[config.mk]
export PLATFORM = sky130hd
export DESIGN_NAME = usb_ep6_packet_scheduler_flat
export DESIGN_NICKNAME = d
export VERILOG_FILES = /design/src/rtl/usb_ep6_packet_scheduler_pkg.sv /design/src/rtl/usb_ep6_packet_scheduler_if.sv /design/src/rtl/usb_ep6_packet_scheduler.sv /design/src/flat_wrapper.sv
export SDC_FILE = /design/constraint.sdc
export NUM_CORES = 1
export LEC_CHECK = 0
export BUFFER_PORTS_ARGS = -buffer_cell sky130_fd_sc_hd__buf_2
export CORE_MARGIN = 5
export CORE_UTILIZATION = 61
export CTS_BUF_LIST = sky130_fd_sc_hd__clkbuf_4 sky130_fd_sc_hd__clkbuf_8
export DETAILED_ROUTE_END_ITERATION = 6
export MAX_ROUTING_LAYER = met4
export PLACE_DENSITY_LB_ADDON = 0.15
export RECOVER_POWER = 25
export SKIP_CTS_REPAIR_TIMING = 1
export SLEW_MARGIN = 20
export SYNTH_ARGS = -nofsm -noshare
export SYNTH_HDL_FRONTEND = slang
export SYNTH_SLANG_ARGS = --single-unit
[constraint.sdc]
create_clock -name usb_clk -period 3.8 [get_ports usb_clk]
set_clock_uncertainty 0.15 [all_clocks]
set_input_delay 0.95 -clock usb_clk [delete_from_list [all_inputs] [get_ports usb_clk]]
set_output_delay 0.95 -clock usb_clk [all_outputs]
set_load 0.01 [all_outputs]
[src/rtl/usb_ep6_packet_scheduler_pkg.sv]
// Shared encodings for the EP6 packet scheduler
// and the FX2 slave-FIFO controller.
package usb_sched_pkg;

  localparam int PKT_WORDS    = 256;
  localparam int IMG_PKTS_DEF = 1024;
  localparam int CNT_W_DEF    = 16;

  typedef enum logic [2:0] {
    ST_IDLE,
    ST_SYNC,
    ST_PARAM,
    ST_IMAGE,
    ST_GAP
  } state_e;

  typedef enum logic [1:0] {
    SRC_NONE  = 2'd0,
    SRC_SYNC  = 2'd1,
    SRC_PARAM = 2'd2,
    SRC_IMAGE = 2'd3
  } src_e;

endpackage

[src/rtl/usb_ep6_packet_scheduler_if.sv]
// Producer/controller side of the EP6 scheduler:
// request inputs, packet grant and frame status.
interface usb_ep6_packet_scheduler_if #(
  parameter int CNT_W = 16
);
  logic             nframe;
  logic             ram_full;
  logic             ep6_ready;
  logic             pkt_done;
  logic             pkt_start;
  logic [1:0]       pkt_src;
  logic             select_flag;
  logic [CNT_W-1:0] img_pkt_cnt;
  logic             frame_active;
  logic             overrun;

  modport master (
    input  nframe, ram_full, ep6_ready, pkt_done,
    output pkt_start, pkt_src, select_flag,
    output img_pkt_cnt, frame_active, overrun
  );

  modport slave (
    output nframe, ram_full, ep6_ready, pkt_done,
    input  pkt_start, pkt_src, select_flag,
    input  img_pkt_cnt, frame_active, overrun
  );
endinterface

[src/rtl/usb_ep6_packet_scheduler.sv]
// EP6 packet scheduler: grants sync, parameter and
// image packets one at a time, in frame order.
module usb_ep6_packet_scheduler
  import usb_sched_pkg::*;
#(
  parameter int IMG_PKTS = IMG_PKTS_DEF,
  parameter int CNT_W    = CNT_W_DEF
) (
  input logic                  usb_clk,
  input logic                  rst,
  usb_ep6_packet_scheduler_if.master bus
);

  localparam logic [CNT_W-1:0] IMG_MAX = CNT_W'(IMG_PKTS);

  state_e           state_q, state_d;
  src_e             src_q, src_d;
  logic             start_q, start_d;
  logic             sel_q, sel_d;
  logic [CNT_W-1:0] cnt_q, cnt_d;
  logic             active_q, active_d;
  logic             ovr_q, ovr_d;
  logic             pend_q, pend_d;
  logic             param_q, param_d;

  logic             req_img;
  logic             sync_grant;
  logic [CNT_W-1:0] cnt_inc;

  // Image request: frame open, RAM half full, budget left.
  always_comb begin
    req_img = active_q & bus.ram_full & (cnt_q < IMG_MAX);
    cnt_inc = cnt_q + 1'b1;
  end

  // Next state: grant in IDLE, finish on pkt_done,
  // one settle cycle in GAP; frame request tracking.
  always_comb begin
    state_d    = state_q;
    src_d      = src_q;
    start_d    = 1'b0;
    sel_d      = sel_q;
    cnt_d      = cnt_q;
    active_d   = active_q;
    ovr_d      = ovr_q;
    pend_d     = pend_q;
    param_d    = param_q;
    sync_grant = 1'b0;

    unique case (state_q)
      ST_IDLE: begin
        if (bus.ep6_ready) begin
          if (pend_q) begin
            state_d    = ST_SYNC;
            src_d      = SRC_SYNC;
            start_d    = 1'b1;
            sync_grant = 1'b1;
            pend_d     = 1'b0;
            param_d    = 1'b1;
            active_d   = 1'b1;
            cnt_d      = '0;
            sel_d      = 1'b0;
          end else if (param_q) begin
            state_d = ST_PARAM;
            src_d   = SRC_PARAM;
            start_d = 1'b1;
          end else if (req_img) begin
            state_d = ST_IMAGE;
            src_d   = SRC_IMAGE;
            start_d = 1'b1;
          end
        end
      end
      ST_SYNC, ST_PARAM, ST_IMAGE: begin
        if (bus.pkt_done) begin
          state_d = ST_GAP;
          src_d   = SRC_NONE;
          if (state_q == ST_PARAM) begin
            param_d = 1'b0;
          end
          if (state_q == ST_IMAGE) begin
            sel_d = ~sel_q;
            if (cnt_q < IMG_MAX) begin
              cnt_d = cnt_inc;
            end
            if (cnt_inc == IMG_MAX) begin
              active_d = 1'b0;
            end
          end
        end
      end
      ST_GAP: begin
        state_d = ST_IDLE;
      end
      default: begin
        state_d = ST_IDLE;
        src_d   = SRC_NONE;
      end
    endcase

    // A new frame wins over the sync grant consuming
    // the old one; a second request only flags overrun.
    if (bus.nframe) begin
      if (pend_q && !sync_grant) begin
        ovr_d = 1'b1;
      end
      pend_d = 1'b1;
    end
  end

  // State and counter registers.
  always_ff @(posedge usb_clk or posedge rst) begin
    if (rst) begin
      state_q  <= ST_IDLE;
      src_q    <= SRC_NONE;
      start_q  <= 1'b0;
      sel_q    <= 1'b0;
      cnt_q    <= '0;
      active_q <= 1'b0;
      ovr_q    <= 1'b0;
      pend_q   <= 1'b0;
      param_q  <= 1'b0;
    end else begin
      state_q  <= state_d;
      src_q    <= src_d;
      start_q  <= start_d;
      sel_q    <= sel_d;
      cnt_q    <= cnt_d;
      active_q <= active_d;
      ovr_q    <= ovr_d;
      pend_q   <= pend_d;
      param_q  <= param_d;
    end
  end

  assign bus.pkt_start    = start_q;
  assign bus.pkt_src      = src_q;
  assign bus.select_flag  = sel_q;
  assign bus.img_pkt_cnt  = cnt_q;
  assign bus.frame_active = active_q;
  assign bus.overrun      = ovr_q;

endmodule

[src/flat_wrapper.sv]
// flat-port wrapper written by rule: the top's interface ports become plain ports
module usb_ep6_packet_scheduler_flat import usb_sched_pkg::*;
#(
  parameter int IMG_PKTS = IMG_PKTS_DEF,
  parameter int CNT_W    = CNT_W_DEF
)
  (usb_clk, rst, bus_nframe, bus_ram_full, bus_ep6_ready, bus_pkt_done, bus_pkt_start, bus_pkt_src, bus_select_flag, bus_img_pkt_cnt, bus_frame_active, bus_overrun);
  usb_ep6_packet_scheduler_if #(.CNT_W(CNT_W)) bus_i ();
  input logic usb_clk;
  input logic rst;
  input wire logic [$bits(bus_i.nframe)-1:0] bus_nframe;
  input wire logic [$bits(bus_i.ram_full)-1:0] bus_ram_full;
  input wire logic [$bits(bus_i.ep6_ready)-1:0] bus_ep6_ready;
  input wire logic [$bits(bus_i.pkt_done)-1:0] bus_pkt_done;
  output wire logic [$bits(bus_i.pkt_start)-1:0] bus_pkt_start;
  output wire logic [$bits(bus_i.pkt_src)-1:0] bus_pkt_src;
  output wire logic [$bits(bus_i.select_flag)-1:0] bus_select_flag;
  output wire logic [$bits(bus_i.img_pkt_cnt)-1:0] bus_img_pkt_cnt;
  output wire logic [$bits(bus_i.frame_active)-1:0] bus_frame_active;
  output wire logic [$bits(bus_i.overrun)-1:0] bus_overrun;
  assign bus_i.nframe = bus_nframe;
  assign bus_i.ram_full = bus_ram_full;
  assign bus_i.ep6_ready = bus_ep6_ready;
  assign bus_i.pkt_done = bus_pkt_done;
  assign bus_pkt_start = bus_i.pkt_start;
  assign bus_pkt_src = bus_i.pkt_src;
  assign bus_select_flag = bus_i.select_flag;
  assign bus_img_pkt_cnt = bus_i.img_pkt_cnt;
  assign bus_frame_active = bus_i.frame_active;
  assign bus_overrun = bus_i.overrun;
  usb_ep6_packet_scheduler #(.IMG_PKTS(IMG_PKTS), .CNT_W(CNT_W)) u_core (.usb_clk(usb_clk), .rst(rst), .bus(bus_i));
endmodule
**Yosys cells after proc, flatten, opt, wreduce, memory -nomap -nowiden**

Cells that the tools add are included.

- Flip-flop bits (word level): 27
- Logic and storage cells: 86

- Add/subtract/negate cells: 1
- Magnitude comparators: 1
- Equality and inequality tests: 13
- Mux-type cells: 43
- Bitwise operators: 4
- Reduce and logical (&&, ||, !) cells: 15

Operators with widths:

| kind | number |
|---|---|
| 16-bit 2-to-1 mux | 5 |
| 16-bit one-hot mux with 2 select lines | 1 |
| 1-bit 2-to-1 mux | 22 |
| 16-bit by 1-bit adder with 16-bit output, second input constant | 1 |
| 16-bit by 11-bit equality test with 1-bit output, second input constant | 1 |
| 16-bit by 11-bit less-than comparator with 1-bit output, second input constant | 1 |
| 3-bit 2-to-1 mux | 5 |
| 6-bit AND reduction | 2 |
| 2-bit 2-to-1 mux | 5 |
| 2-bit by 1-bit != test with 1-bit output, second input constant | 5 |
| 5-bit AND reduction | 2 |
| 3-bit by 2-bit equality test with 1-bit output, second input constant | 2 |
| 1-bit one-hot mux with 2 select lines | 3 |
| 2-bit one-hot mux with 3 select lines | 1 |
| 3-bit one-hot mux with 2 select lines | 1 |
| 2-bit nonzero test | 3 |
| 2-bit != test, second input constant | 2 |
| 4-bit by 1-bit != test with 1-bit output, second input constant | 1 |
| 2-bit AND reduction | 2 |
| 4-bit AND reduction | 1 |
| 3-bit by 1-bit equality test with 1-bit output, second input constant | 1 |
| 3-bit equality test, second input constant | 1 |
| 3-bit logical NOT | 1 |
| 3-bit AND reduction | 1 |
| 5 further kinds | 7 |

**Longest topological paths before layout**

Gate-level depths: netlist of the first run.

- Word-level depth: 7
- Mapped depth: 7
- Gate-level depth less buffers: 6

**Worst setup path after synthesis of the first run**

Ideal clock, no wire load.

- Kind: input to register
- Start: input port bus_ep6_ready
- End: register u_core.active_q (netlist: u_core.bus.frame_active)
- Data arrival time: 2105 ps
- Required time: 3524 ps
- Slack: 1419 ps
- Cell stages on the path: 5
- Buffers on the path: 0
- Cells stage by stage: nand4bb_1 > a21oi_1 > nand4_1 > or4_1 > o32a_1

- Cells in the longest elaborated chain, start to end: 2

RTL lines:

| item | line | text |
|---|---|---|
| from (decl) | flat_wrapper.sv:13 | `input wire logic [$bits(bus_i.ep6_ready)-1:0] bus_ep6_ready;` |
| 2-bit != test (no source line) | -- |  |
| 6-bit AND reduction (no source line) | -- |  |
| to (signal assigned) | usb_ep6_packet_scheduler.sv:129 | `active_q <= active_d;` |
| to (decl) | usb_ep6_packet_scheduler.sv:21 | `logic active_q, active_d;` |

No other way between the ends.
A chain may end at the register's enable or synchronous reset.

**Final worst setup path of the first run**

- Start: register u_core.cnt_q[0] (netlist: u_core.bus.img_pkt_cnt[0])
- End: register u_core.active_q (netlist: u_core.bus.frame_active)

- Cells in the longest elaborated chain, start to end: 4

RTL lines:

| item | line | text |
|---|---|---|
| from (decl) | usb_ep6_packet_scheduler.sv:20 | `logic [CNT_W-1:0] cnt_q, cnt_d;` |
| from (signal assigned) | usb_ep6_packet_scheduler.sv:128 | `cnt_q <= cnt_d;` |
| 16-bit by 1-bit adder with 16-bit output | usb_ep6_packet_scheduler.sv:33 | `cnt_inc = cnt_q + 1'b1;` |
| 16-bit by 11-bit equality test with 1-bit output | usb_ep6_packet_scheduler.sv:86 | `if (cnt_inc == IMG_MAX) begin` |
| 2-bit by 1-bit != test with 1-bit output (no source line) | -- |  |
| 6-bit AND reduction (no source line) | -- |  |

No other way between the ends.

==> results of run 1 <==
[worst max-delay path: cells and delay by family (launching register included)]
family | cells | cell delay (ps)
fa+ha+maj | 1 | 320
compound gates | 1 | 290
flops | 1 | 540
simple gates | 3 | 990
xor+xnor | 1 | 90
[metal layers]
layer  GRT usage (%)  up-vias  routed length [um]
met1           24.83      671                1411
li1                -      644                   -
met2           34.72       37                1768
met3           3.888        4                 170
met4           9.494        0                  34
met5               -        -                   0
[synthesized netlist by cell type, types with 3 or more instances]
cell     count  area, um^2
a21o_1       3       22.52
a21oi_1      8       40.04
a31oi_1      4       25.02
and2_1       7       43.79
and3_1       3       18.77
buf_4        4       30.03
dfrtp_1     27       675.7
inv_1        7       26.28
nand2_1     16       60.06
nand3_1     10       50.05
nand4_1      5       31.28
nor2_1       6       22.52
nor3_1       7       35.03
o21ai_0      6       30.03
o21ai_1      9       45.04
o31ai_1      3       22.52
[kinds of logic after synthesis]
family                   synth area share (%)
AND/OR/NAND/NOR                         28.24
XOR/XNOR                                2.326
adder cells (fa/ha/maj)                 1.661
multiplexers                            1.329
buffers and inverters                   4.817
AO/OA/AOI/OAI                           16.78
flip-flops                              44.85
[worst min path at each step]
stage	startpoint	end	slack, ps	cells past startpoint
after detailed placement	u_core.bus.overrun	u_core.bus.overrun	320	1
after global placement	u_core.bus.overrun	u_core.bus.overrun	300	1
final	rst	u_core.bus.img_pkt_cnt[6]	350	2
after global routing	rst	u_core.bus.img_pkt_cnt[2]	350	2
after CTS	u_core.bus.overrun	u_core.bus.overrun	350	1
after floorplan	u_core.param_q	u_core.param_q	340	2
[report_power, final]
group | leakage (nW) | switching, W | internal, W
Combinational | 0.442 | 0.000130 | 0.0000763
Clock | 0.0184 | 0.0000796 | 0.0000481
Sequential | 0.353 | 0.0000529 | 0.000331
Total | 0.814 | 0.000263 | 0.000455
[flip-flops by register name, summed over array words and instances, names as in the netlist]
name / count
u_core.bus.pkt_start: 1
u_core.pend_q: 1
u_core.bus.overrun: 1
u_core.bus.frame_active: 1
u_core.bus.select_flag: 1
u_core.state_q: 3
u_core.bus.img_pkt_cnt: 16
u_core.param_q: 1
u_core.bus.pkt_src: 2
[cell type report]
cell class / instances / share of cell area, %
multi-input cells: 121 / 45.50
repair buffers: 28 / 8.333
inverters: 7 / 1.577
clock buffers: 4 / 1.802
flip-flops and latches: 27 / 40.54
well taps: 30 / 2.252
[metrics by stage]
step | std cells | hold slack, ps | worst slack, ps | util, % | cell area (um^2)
after CTS | 216 | 350.3 | 1327 | 69.00 | 1663
after global routing | 217 | 346.6 | 1183 | 69.16 | 1667
final | 217 | 346.8 | 1325 | 69.16 | 1667
after detailed placement | 212 | 316.0 | 1183 | 67.76 | 1633
after floorplan | 163 | 335.3 | 1419 | - | 1506
after global placement | 212 | 303.3 | 1234 | 67.76 | 1633
==> results.yml, run 1 <==
finish:
  fillers: 199
  ff_latch_area_um2: 675.6
  area_delta_synth_final_pct: 10.63
  final_nets: 196
  mostFrequentLayoutCells: "buf_2 (27), dfrtp_1 (27), nand2_1 (16)"
  diodes: 0
  drive_above_1_share_pct: 20.86
  multi_input_area_um2: 758.2
placement:
  io_buffers: 27
  globalplace.congestion: 0.8866
  hpwlAfterDp_um: 2468
sta:
  slew_viol_final: 0
  finalHoldViolations: 0
  worstMarginPinSlew_ps: 1125
  maxSlewHeadroom_pct: 24.99
  finalSetupViolCount: 0
  final.min_clock_period_ps: 2475
  setup_tns_ps: 0
  grt_setup_unrepaired: "no"
  fmax_mhz: 404.1
  fin_crit_sh_pct: 65.12
global_routing:
  grt_pass1_wl_um: 5658
  grt_overflow: 0
  grt_pass1_vias: 1323
  grt_max_degree: 28
  track_usage_pct: 21.05
  antenna_found_initial: 0
drt:
  drc_errors: 0
  wire_per_inst_um: 15.59
  antenna_left: 0
  vias: 1356
  dr.pass1.iters: 4
  detail_route.wirelength_um: 3384
  drt_first_iter_violations: 81
  vias_per_cell: 6.249
job:
  maxCapViolCount: 0
synthesis:
  synth_seq_cells: 27
  syn_nets: 171
  syn_avg_cell_area_um2: 9.242
  syn-cell-area_um2: 1506
  async_flop_share_pct: 100.0
  ys_types: 45
  synthFlopType: "dfrtp_1"
  yosysSeqAreaShare_pct: 44.85
  synth-edff-count: 0
  synth_warnings: 0
  syn_inst: 163
critical_path:
  cp-startpoint: "u_core.bus.img_pkt_cnt[0]"
  crit_path_end: "u_core.bus.frame_active"
  cpPeakStageDelay_ps: 540
  slowest_stage: "dfrtp_1"
  ff2ff_path_depth: 6
  end_kind: "flip-flop"
  r2r_slack_ps: 1330
  crit_type: "flip-flop to flip-flop"
  cp.required_ps: 3870
  timing.rr.start: "u_core.bus.img_pkt_cnt[0]"
  crit_chain: "ha_1 -> nand3_1 -> nor4_4 -> xnor2_1 -> or4_1 -> o32a_1"
  worst_setup_path_start_kind: "flip-flop"
  cp.arrival_ps: 2540
  timing.rr.end: "u_core.bus.frame_active"
  cp_max_fo: 10
clock_network:
  numClockSinks: 27
  numCtsBuffers: 3
  cts_max_path_buffers: 2
  cts_tree: "built"
  htreeDepth: 1
  cts-root-buf: "clkbuf_4"
  cts.clk_slew.worst_paths_ps: 140
  clk_latency_ps: 310
floorplanning:
  die_area_um2: 3563
  die_h_um: 59.70
  num_io_pins: 28
  chipWidth_um: 59.70
  rows: 18
  start_util_pct: 62.51
  core_area_um2: 2410
power:
  power_density_nw_per_um2: 430.6
  ir_drop_v: 0.0003635
  leakage_nw: 0.8136
  power.total_w: 0.0007176
hold_path:
  hold_class: "input port to asynchronous set/reset pin"
run_status:
  outcome: "finished, final reports clean"
Note: power is estimated with default switching activity, not from simulation.
==> inputs of run 2 (changes only) <==
--- a/config.mk
+++ b/config.mk
@@ -6,8 +6,9 @@
 export NUM_CORES = 1
 export LEC_CHECK = 0
 export BUFFER_PORTS_ARGS = -buffer_cell sky130_fd_sc_hd__buf_2
+export CORE_ASPECT_RATIO = 2
 export CORE_MARGIN = 5
-export CORE_UTILIZATION = 61
+export CORE_UTILIZATION = 51
 export CTS_BUF_LIST = sky130_fd_sc_hd__clkbuf_4 sky130_fd_sc_hd__clkbuf_8
 export DETAILED_ROUTE_END_ITERATION = 6
 export MAX_ROUTING_LAYER = met4
==> constraint.sdc (replaced) <==
create_clock -name usb_clk -period 2 [get_ports usb_clk]
set_clock_uncertainty 0.15 [all_clocks]
set_input_delay 0.5 -clock usb_clk [delete_from_list [all_inputs] [get_ports usb_clk]]
set_output_delay 0.5 -clock usb_clk [all_outputs]
set_load 0.01 [all_outputs]
==> run 2 against run 1 <==
The run now ends with setup timing left. Highest routed layer unchanged. Critical path depth down 1. Via count increased by 6.7%. Combinational power rose to 2.5 times the previous value. First-iteration DRC count shrank 20%. Register-to-register slack lost 1300 ps. Clock power rose to 2.6 times the previous value. Flip-flop and latch count stayed put. Sequential share of layout area down 6.1 points. Final cell count rose by 15%. Final area rose by 19%. Global-route usage shrank 0.37 points.
==> results.yml, run 2 (synthesis gave the netlist of run 1 again) <==
run_status:
  outcome: "finished with violations"
  violations: "setup timing"
finish:
  final_common_cell: "buf_4"
  area_delta_synth_final_pct: 31.23
  final_nets: 228
  drive_above_1_share_pct: 37.90
  fillers: 250
  largest_reg_flops: 16
  utilization_pct: 67.99
  diodes: 0
  fin_area_um2: 1977
  mostFrequentLayoutCells: "buf_4 (32), buf_2 (27), dfrtp_1 (23)"
drt:
  drc_errors: 0
  dr.pass1.iters: 4
  detail_route.wirelength_um: 4007
  antenna_left: 0
  wire_per_inst_um: 16.09
  vias: 1447
  drt_first_iter_violations: 65
  vias_per_cell: 5.811
global_routing:
  grt_max_degree: 28
  grt_pass1_wl_um: 6686
  track_usage_pct: 20.68
  grt_pass1_vias: 1461
  antenna_found_initial: 0
  grt_overflow: 0
clock_network:
  htreeDepth: 1
  cts-root-buf: "clkbuf_8"
  clk_latency_ps: 280
  cts.clk_slew.worst_paths_ps: 90
  cts_max_path_buffers: 2
  cts_tree: "built"
  numCtsBuffers: 3
  numClockSinks: 27
floorplanning:
  rows: 28
  core_area_um2: 2908
  die_h_um: 86.86
  chipWidth_um: 48.43
  die_area_um2: 4207
  start_util_pct: 51.81
  num_io_pins: 28
critical_path:
  cpPeakStageDelay_ps: 530
  end_kind: "flip-flop"
  crit_type: "flip-flop to flip-flop"
  cp.arrival_ps: 2040
  slowest_stage: "or4_1"
  worst_setup_path_start_kind: "flip-flop"
  crit_chain: "a211o_1 -> nand2_1 -> a31oi_1 -> or4_1 -> o32a_1"
  cp.required_ps: 2020
  cp_max_fo: 6
hold_path:
  hold_class: "input port to asynchronous set/reset pin"
sta:
  fmax_mhz: 496.5
  grt_setup_unrepaired: "yes"
  finalHoldViolations: 0
  worstMarginPinSlew_ps: 689.2
  fin_crit_sh_pct: 100.7
  final.min_clock_period_ps: 2014
  timing.hold.ws_ps: 247.4
  finalSetupViolCount: 1
  maxSlewHeadroom_pct: 54.05
  worst_slack_ps: -14.27
  slew_viol_final: 0
power:
  p_comb_share_pct: 33.5
  ir_drop_v: 0.0008332
  clkPwrFrac_pct: 21.2
  p_seq_share_pct: 45.3
  power_density_nw_per_um2: 792.0
  leakage_nw: 0.9839
  p_int_w: 0.001011
  power.total_w: 0.001566
  p_switching_w: 0.0005549
  switching_share_pct: 35.44
placement:
  place_area_um2: 1908
  hpwlAfterDp_um: 3151
  io_buffers: 27
  globalplace.congestion: 0.8366
job:
  maxCapViolCount: 0
run 2: cell types whose count changed in the layout (fill, tap and decap cells not counted), moves of 3 or more:
cell,before,now
clkbuf_8,0,3
clkbuf_4,4,1
dfrtp_1,27,23
dfrtp_2,0,4
buf_4,0,32
run 2: area by class of cell:
cell class	instances	area, um^2	area share, %
tap	30	37.54	1.899
sequential	27	680.7	34.43
multi-input combinational	121	803.3	40.63
inverter	7	26.28	1.329
timing repair buffer	60	380.4	19.24
clock buffer	4	48.80	2.468
run 2: path summary, 6_finish.rpt:
check                                     startpoint                        end  slack [ps]  cells after the start
min in group usb_clk                      bus_nframe              u_core.pend_q         260                      2
hold reg to reg               u_core.bus.select_flag     u_core.bus.select_flag         330                      1
setup / recovery           u_core.bus.img_pkt_cnt[1]    u_core.bus.frame_active         -10                      5
hold / removal                                   rst       u_core.bus.pkt_start         250                      3
max in group asynchronous                        rst  u_core.bus.img_pkt_cnt[3]         970                      3
setup reg to reg           u_core.bus.img_pkt_cnt[1]    u_core.bus.frame_active         -10                      5
run 2: metal layers:
metal	wire length (um)	part of all wire, %	GRT usage (%)	up-vias
li1	-	-	-	707
met1	1423	36	19.38	691
met2	2342	58	40.71	36
met3	119	3.0	2.401	13
met4	122	3.0	8.060	0
met5	0	0	-	-
run 2: worst max-delay path: cells and delay by family (launching register included):
| kind | cells | cell delay (ps) |
|---|---|---|
| flip-flops | 1 | 470 |
| AO/OA/AOI/OAI | 3 | 700 |
| AND/OR/NAND/NOR | 2 | 590 |
run 2: through the flow:
step / std cells / setup slack [ps] / setup TNS [ps]
floorplan: 163 / 7.333 / 0
global placement: 245 / -25.63 / -25.63
detailed placement: 245 / -84.42 / -84.42
CTS: 249 / -49.35 / -49.35
global route: 249 / -94.42 / -94.42
finish: 249 / -14.27 / -14.27
run 2: power by group through the flow:
| stage | logic [W] | clock network, W | registers [W] |
|---|---|---|---|
| floorplan | 0.000267 | 0 | 0.000730 |
| global placement | 0.000499 | 0 | 0.000710 |
| detailed placement | 0.000516 | 0 | 0.000718 |
| CTS | 0.000519 | 0.000339 | 0.000706 |
| global route | 0.000590 | 0.000361 | 0.000723 |
| finish | 0.000524 | 0.000332 | 0.000710 |
==> inputs of run 3 (changes only) <==
--- a/config.mk
+++ b/config.mk
@@ -6,7 +6,7 @@
 export NUM_CORES = 1
 export LEC_CHECK = 0
 export BUFFER_PORTS_ARGS = -buffer_cell sky130_fd_sc_hd__buf_2
-export CORE_ASPECT_RATIO = 2
+export CAP_MARGIN = 20
 export CORE_MARGIN = 5
 export CORE_UTILIZATION = 51
 export CTS_BUF_LIST = sky130_fd_sc_hd__clkbuf_4 sky130_fd_sc_hd__clkbuf_8
==> constraint.sdc (replaced) <==
create_clock -name usb_clk -period 1.8 [get_ports usb_clk]
set_clock_uncertainty 0.15 [all_clocks]
set_input_delay 0.45 -clock usb_clk [delete_from_list [all_inputs] [get_ports usb_clk]]
set_output_delay 0.45 -clock usb_clk [all_outputs]
set_load 0.01 [all_outputs]
==> run 3 against run 2 <==
The run still ends with setup timing left. Non-clock buffer count grew 12. Largest power group unchanged. Wire length rose by 1.3%. Final area increased by 5.6%. Count of clock-buffer cells in the layout unchanged. Flip-flop and latch count stayed put. Highest routed layer unchanged. Combinational power up 29%. Sequential share of layout area down 1.8 points. Register-to-register slack worse by 200 ps. Worst setup slack worse by 200 ps. Hold slack worse by 81 ps. Final cell count increased by 5.2%.
==> results.yml, run 3 (synthesis gave the netlist of run 1 again) <==
floorplanning:
  rows: 19
  die_h_um: 64.35
  core_area_um2: 2805
  chipWidth_um: 64.35
  die_area_um2: 4141
  num_io_pins: 28
  start_util_pct: 53.70
sta:
  maxSlewHeadroom_pct: 38.75
  slew_viol_final: 0
  final.min_clock_period_ps: 2013
  worst_slack_ps: -213.5
  fmax_mhz: 496.7
  fin_crit_sh_pct: 111.9
  finalSetupViolCount: 3
  finalHoldViolations: 0
  setup_tns_ps: -282.6
  worstMarginPinSlew_ps: 918.7
  grt_setup_unrepaired: "yes"
clock_network:
  cts-root-buf: "clkbuf_4"
  htreeDepth: 1
  clk_latency_ps: 320
  numCtsBuffers: 3
  cts_max_path_buffers: 2
  cts.clk_slew.worst_paths_ps: 150
  cts_tree: "built"
  numClockSinks: 27
finish:
  fin_area_um2: 2087
  diodes: 0
  area_delta_synth_final_pct: 38.54
  final_nets: 240
  fin_cells: 262
  largest_reg_flops: 16
  drive_above_1_share_pct: 43.29
  final_common_cell: "buf_4"
  mostFrequentLayoutCells: "buf_4 (42), buf_2 (27), dfrtp_1 (22)"
placement:
  globalplace.congestion: 0.9813
  place_area_um2: 1996
  placed_cells: 257
  hpwlAfterDp_um: 3086
  io_buffers: 27
drt:
  vias_per_cell: 5.702
  detail_route.wirelength_um: 4059
  vias: 1494
  dr.pass1.iters: 4
  antenna_left: 0
  drt_first_iter_violations: 146
  wire_per_inst_um: 15.49
  drc_errors: 0
critical_path:
  crit_type: "flip-flop to flip-flop"
  cp_max_fo: 11
  cp-startpoint: "u_core.bus.img_pkt_cnt[4]"
  ff2ff_path_depth: 5
  r2r_slack_ps: -210
  timing.rr.end: "u_core.bus.frame_active"
  timing.rr.start: "u_core.bus.img_pkt_cnt[4]"
  cp.arrival_ps: 2090
  end_kind: "flip-flop"
  worst_setup_path_start_kind: "flip-flop"
  cp.required_ps: 1870
power:
  leakage_nw: 1.026
  ir_drop_v: 0.0007565
  power_density_nw_per_um2: 837.1
  power.total_w: 0.001747
run_status:
  violations: "setup timing"
  outcome: "finished with violations"
hold_path:
  min_from: "bus_nframe"
  min_to: "u_core.pend_q"
  hold_class: "input port to flip-flop"
  worstHoldPathCells: 2
global_routing:
  antenna_found_initial: 0
  track_usage_pct: 21.09
  grt_max_degree: 16
  grt_pass1_wl_um: 6768
  grt_overflow: 0
  grt_pass1_vias: 1482
job:
  maxCapViolCount: 0
-- run 3: changes by cell type in the layout (fill, tap and decap cells not counted), moves of 3 or more --
cell | before | now
buf_4 | 32 | 42
clkbuf_4 | 1 | 4
clkbuf_8 | 3 | 0
nor3_1 | 6 | 3
nor3_2 | 2 | 5
-- run 3: power by group --
part	switching, W	total (W)	internal (W)	leakage [nW]
clock network	0.000180	0.000281	0.000102	0.0184
logic	0.000372	0.000678	0.000305	0.663
registers	0.0000878	0.000788	0.000700	0.345
total	0.000640	0.00175	0.00111	1.03
-- run 3: critical path: stages (launching register included) --
cell and delay (ps):
dfrtp_2 520, a211o_1 290, nand2_1 60, a31oi_1 80, or4_1 520, o32a_1 290
-- run 3: routing by layer --
metal,wire length [um],GRT usage [%]
met1,1784,25.72
met2,2110,35.82
met3,142,3.327
met4,22,6.596
met5,0,-
-- run 3: metrics by stage --
stage,util [%],worst slack (ps),hold WS (ps)
final,74.40,-213.5,166.4
after floorplan,-,-185.6,335.3
after global routing,74.40,-323.9,161.8
after detailed placement,71.14,-309.3,303.5
after global placement,71.14,-238.5,300.9
after CTS,72.21,-327.8,-45.67
-- run 3: worst max path at each step --
stage / to / slack (ps) / cells after the start
finish: u_core.bus.frame_active / -210 / 5
global route: u_core.bus.frame_active / -320 / 5
CTS: u_core.bus.frame_active / -330 / 6
detailed placement: u_core.bus.frame_active / -310 / 6
global placement: u_core.bus.frame_active / -240 / 5
floorplan: u_core.bus.frame_active / -190 / 6
-- run 3: layout make-up --
cell class              count  area [um^2]
multi-input cells         121        842.1
fillers                   212        718.2
flip-flops and latches     27        681.9
repair buffers             72        467.9
well taps                  31        38.79
clock buffers               4        30.03
inverters                   7        26.28
